**config.mk**
```make
export PLATFORM = sky130hd
export DESIGN_NAME = hazard_ctrl_unit
export DESIGN_NICKNAME = d
export VERILOG_FILES = /design/src/rtl/hazard_pkg.sv /design/src/rtl/hazard_match.sv /design/src/rtl/hazard_ctrl_unit.sv
export SDC_FILE = /design/constraint.sdc
export NUM_CORES = 1
export LEC_CHECK = 0
export ABC_AREA = 1
export CAP_MARGIN = 10
export CELL_PAD_IN_SITES_DETAIL_PLACEMENT = 1
export CELL_PAD_IN_SITES_GLOBAL_PLACEMENT = 2
export CORE_ASPECT_RATIO = 0.7
export CORE_MARGIN = 3
export CORE_UTILIZATION = 21
export CTS_CLUSTER_SIZE = 28
export DETAILED_ROUTE_END_ITERATION = 8
export PLACE_DENSITY_LB_ADDON = 0.1
export SLEW_MARGIN = 20
export SYNTH_ARGS = -nofsm -noshare
export SYNTH_HDL_FRONTEND = slang
export SYNTH_SLANG_ARGS = --single-unit
export TNS_END_PERCENT = 10
```
**constraint.sdc**
```tcl
create_clock -name clk -period 1.45 [get_ports clk]
set_input_delay 0.145 -clock clk [delete_from_list [all_inputs] [get_ports clk]]
set_output_delay 0.145 -clock clk [all_outputs]
set_load 0.01 [all_outputs]
```
**src/rtl/hazard_pkg.sv**
```systemverilog
// Shared types and constants for the pipeline hazard controller.
package hazard_pkg;

    typedef enum logic {
        IDLE       = 1'b0,
        LOAD_STALL = 1'b1
    } hazard_state_e;

    localparam int REG_ZERO   = 0;
    localparam int BRANCH_ID  = 0;
    localparam int BRANCH_EXE = 1;

endpackage

```
**src/rtl/hazard_match.sv**
```systemverilog
// Load-use compare: the load in EXE writes a register the ID instruction reads.
module hazard_match
    import hazard_pkg::*;
#(
    parameter int REG_W = 5
) (
    input  logic [REG_W-1:0] rs,
    input  logic [REG_W-1:0] rt,
    input  logic             uses_rs,
    input  logic             uses_rt,
    input  logic             mem_read,
    input  logic [REG_W-1:0] rt_reg,
    output logic             hit
);

    logic dest_nonzero;

    // $0 is hard-wired, so a load targeting it can never create a dependency
    assign dest_nonzero = (rt_reg != REG_W'(REG_ZERO));
    assign hit = mem_read & dest_nonzero &
                 ((uses_rs & (rs == rt_reg)) | (uses_rt & (rt == rt_reg)));

endmodule

```
**src/rtl/hazard_ctrl_unit.sv**
```systemverilog
// Pipeline hazard controller: load-use bubbles, branch flushes, memory freeze
// and a saturating stall-cycle counter. Outputs are Mealy on state + inputs.
//
//   state      | meaning
//   -----------+-----------------------------------------------------------
//   IDLE       | no bubble in progress; a load-use hit stalls immediately
//   LOAD_STALL | extra bubbles for LOAD_LAT>1, cnt counts down to 1
module hazard_ctrl_unit
    import hazard_pkg::*;
#(
    parameter int REG_W        = 5,
    parameter int LOAD_LAT     = 1,
    parameter int BRANCH_STAGE = 0,
    parameter int STAT_W       = 16
) (
    input  logic              clk,
    input  logic              reset,
    input  logic [REG_W-1:0]  IF_ID_Rs,
    input  logic [REG_W-1:0]  IF_ID_Rt,
    input  logic              IF_ID_UsesRs,
    input  logic              IF_ID_UsesRt,
    input  logic              ID_EXE_MemRead,
    input  logic [REG_W-1:0]  ID_EXE_RtReg,
    input  logic              Branch_Taken,
    input  logic              Mem_Busy,
    output logic              Stall,
    output logic              PC_Write,
    output logic              IF_ID_Write,
    output logic              IF_ID_Flush,
    output logic              ID_EXE_Flush,
    output logic              Freeze,
    output logic [STAT_W-1:0] Stall_Count
);

    localparam logic        BRANCH_IN_EXE = (BRANCH_STAGE == BRANCH_EXE);
    localparam logic [2:0]  CNT_LOAD      = 3'(LOAD_LAT - 1);

    hazard_state_e state_q, state_d;
    logic [2:0]    cnt_q, cnt_d;
    logic          hit;

    hazard_match #(.REG_W(REG_W)) u_match (
        .rs       (IF_ID_Rs),
        .rt       (IF_ID_Rt),
        .uses_rs  (IF_ID_UsesRs),
        .uses_rt  (IF_ID_UsesRt),
        .mem_read (ID_EXE_MemRead),
        .rt_reg   (ID_EXE_RtReg),
        .hit      (hit)
    );

    always_comb begin
        Stall        = 1'b0;
        PC_Write     = 1'b1;
        IF_ID_Write  = 1'b1;
        IF_ID_Flush  = 1'b0;
        ID_EXE_Flush = 1'b0;
        Freeze       = 1'b0;
        state_d      = state_q;
        cnt_d        = cnt_q;

        if (reset) begin
            state_d = IDLE;
            cnt_d   = '0;
        end else if (Mem_Busy) begin
            Freeze      = 1'b1;
            PC_Write    = 1'b0;
            IF_ID_Write = 1'b0;
        end else if (BRANCH_IN_EXE && Branch_Taken) begin
            // the ID instruction is wrong-path, so any pending bubble is moot
            IF_ID_Flush  = 1'b1;
            ID_EXE_Flush = 1'b1;
            state_d      = IDLE;
            cnt_d        = '0;
        end else if (state_q == LOAD_STALL) begin
            Stall       = 1'b1;
            PC_Write    = 1'b0;
            IF_ID_Write = 1'b0;
            cnt_d       = cnt_q - 3'd1;
            if (cnt_q == 3'd1) begin
                state_d = IDLE;
            end
        end else if (hit) begin
            Stall       = 1'b1;
            PC_Write    = 1'b0;
            IF_ID_Write = 1'b0;
            if (LOAD_LAT > 1) begin
                state_d = LOAD_STALL;
                cnt_d   = CNT_LOAD;
            end
        end else if (Branch_Taken) begin
            IF_ID_Flush  = 1'b1;
            ID_EXE_Flush = BRANCH_IN_EXE;
        end
    end

    always_ff @(posedge clk) begin
        if (reset) begin
            state_q     <= IDLE;
            cnt_q       <= '0;
            Stall_Count <= '0;
        end else begin
            state_q <= state_d;
            cnt_q   <= cnt_d;
            if (Stall && (Stall_Count != {STAT_W{1'b1}})) begin
                Stall_Count <= Stall_Count + STAT_W'(1);
            end
        end
    end

endmodule

```
==> metrics.csv <==
metric;value;unit
grt_usage;12.8;%
crit_start;Stall_Count[0];
max_stage_delay;0.36;ns
wirelength;5140;um
slew_viol_final;0;
cts_made_buffers;3;
synth-edff-count;0;
grt_max_degree;27;
grt_overflow;0;
grt_pass1_vias;1790;
top_layer;met4;
port_buffers;42;
routedLengthMet1;2860;um
syn_inst;265;
postSynthAreaPerCell;5.76;um^2
skew;0.00282;ns
outcome;finished, violations left;
setup_viol;12;
peakVddDrop;0.000427;V
cts_tree;built;
min_period_over_period;105;%
setup.worst_path.class;flip-flop to flip-flop;
cts_hold_buf;0;
core;6910;um^2
period_needed;1.53;ns
layout_commonest_cell;nand2_1;
clock_path_buffers;2;
cts_root_buf;clkbuf_8;
async_flop_share;0;%
cellLeakagePower;1.33;nW
clk_pin_slew;0.08;ns
antennaDiodeCount;0;
critical_path_required;1.61;ns
cts_max_level;1;
worstPathMaxFanout;4;
postRouteAntennaNets;0;
startpoint_type;flip-flop;
syn-num-nets;290;
dr.pass1.iters;4;
die_x;108;um
p_per_area;531;nW/um^2
dpl.hpwl;4160;um
maxCapViolCount;0;
start_util;22.1;%
syn_area;1530;um^2
die_area;8350;um^2
hold_viol_final;0;
arrival;1.69;ns
drc;0;
stdcell_area;2460;um^2
wl_met3;140;um
synth-seq-cells;20;
mostFrequentLayoutCells;nand2_1, nor2_1, buf_4, inv_1, nand3_1;
dp_cells;428;
die_h;77.4;um
synthFlopType;dfxtp_1;
hold_class;flip-flop to flip-flop;
route.met2.wl;2110;um
grt_first_pass_wirelength;8590;um
wl_per_cell;11.8;um
final.setup.worst_slack;-0.0772;ns
drive_gt1_share;26.9;%
yosysWarnings;0;
num_rows;25;
via_count;1813;
drt_iter0_drc;35;
place_area;2280;um^2
nets;368;
gp_congestion;0.758;
syn_to_final_growth;61.2;%
antenna_found_initial;0;
synth_cell_types;26;
min_from;cnt_q[2];
violations;negative setup slack;
r2r_start;Stall_Count[0];
endpoint_kind;flip-flop;
clkLatencyLatePin;0.26;ns
path_cells;ha_4 > nand3_4 > nor2_4 > nand3_2 > nor2_4 > inv_2 > nand2_2 > inv_2 > nand3_1 > nand2_1 > nand2_1 > nor2_1;
numClockSinks;20;
max_freq;655;MHz
post_layout_nonfiller_instances;436;
synth_seq_area_share;26.2;%
routed_via_density;4.16;
ioPinCount;44;
rsz0062_at_grt;yes;
slowest_stage;dfxtp_2;
==> through the flow <==
stage / hold WS (ns) / total power [mW] / setup TNS [ns] / util, % / worst slack, ns
global route: 0.529 / 1.39 / -2.71 / 35.6 / -0.195
finish: 0.482 / 1.31 / -0.745 / 35.6 / -0.0772
floorplan: 0.339 / 0.650 / -0.255 / - / -0.0438
CTS: 0.486 / 1.34 / -1.66 / 34.4 / -0.149
global placement: 0.477 / 0.760 / -11.75 / 32.9 / -0.805
detailed placement: 0.472 / 0.759 / -11.51 / 32.9 / -0.784
==> registers in the layout, summed over array words and instances (netlist names) <==
signal / cells
Stall_Count: 16
cnt_q: 3
state_q: 1
==> worst paths after layout <==
path	cells after the start	to	slack, ns
setup / recovery	12	Stall_Count[12]	-0.08
hold / removal	2	cnt_q[2]	0.48
setup reg to reg	12	Stall_Count[12]	-0.08
hold reg to reg	2	cnt_q[2]	0.48
==> synth_stat cells, types with 2 or more instances <==
| cell | instances | area share, % |
|---|---|---|
| nand2_1 | 80 | 20 |
| nor2_1 | 49 | 12 |
| inv_1 | 41 | 10 |
| dfxtp_1 | 20 | 26 |
| nand3_1 | 19 | 6.2 |
| nand4_1 | 16 | 6.6 |
| nor3_1 | 5 | 1.6 |
| buf_2 | 3 | 0.98 |
| buf_4 | 3 | 1.5 |
| buf_6 | 3 | 2.2 |
| ha_1 | 3 | 2.5 |
| o21ai_0 | 3 | 0.98 |
| a21oi_1 | 2 | 0.66 |
| clkbuf_1 | 2 | 0.49 |
| inv_2 | 2 | 0.49 |
| nand3_2 | 2 | 1.3 |
| nor2_2 | 2 | 0.82 |
| xor2_1 | 2 | 1.1 |
==> worst max-delay path, delay by kind of cell (launching register included) <==
kind                     cells  cell delay, ns
flip-flops                   1            0.36
AND/OR/NAND/NOR              9            0.78
buffers and inverters        2            0.12
adder cells (fa/ha/maj)      1            0.15
==> report_power, final <==
| group | switching (mW) | total [mW] | internal, mW | leakage, nW |
|---|---|---|---|---|
| logic | 0.102 | 0.182 | 0.0803 | 1.13 |
| registers | 0.00108 | 0.549 | 0.548 | 0.164 |
| clock network | 0.208 | 0.577 | 0.369 | 0.0357 |
==> cell type report <==
| class | instances | area [um^2] |
|---|---|---|
| clock buffers | 3 | 41.3 |
| clock inverters | 1 | 30.0 |
| fillers | 920 | 4450 |
| inverters | 44 | 165 |
| multi-input cells | 190 | 961 |
| flip-flops and latches | 20 | 410 |
| well taps | 94 | 118 |
| repair buffers | 84 | 737 |
==> routing by layer <==
metal  global-route usage [%]  vias to the layer above
met5                        0                        -
met4                     1.89                        0
met3                     2.66                        2
met2                     18.4                       22
met1                     19.9                      822
li1                         -                      967
==> logic make-up (layout without fill, tap and decap cells) <==
kind of cell,Yosys count,after routing,synth area share [%]
adders and majority gates,3,3,2.46
AOI/OAI and AO/OA,6,6,2.21
DFF,20,20,26.2
buffers and inverters,55,132,16.0
other,1,1,0.245
xor gates and xnor gates,3,3,1.72
and+or+nand+nor,177,177,51.2
==> repair_timing <==
item | CTS | global route
pin swaps | 22 | 14
gates resized for setup | 68 | 27
buffers inserted | 3 | 1
setup endpoints to repair | 24 | 31
Note: power is estimated with default switching activity, not from simulation.
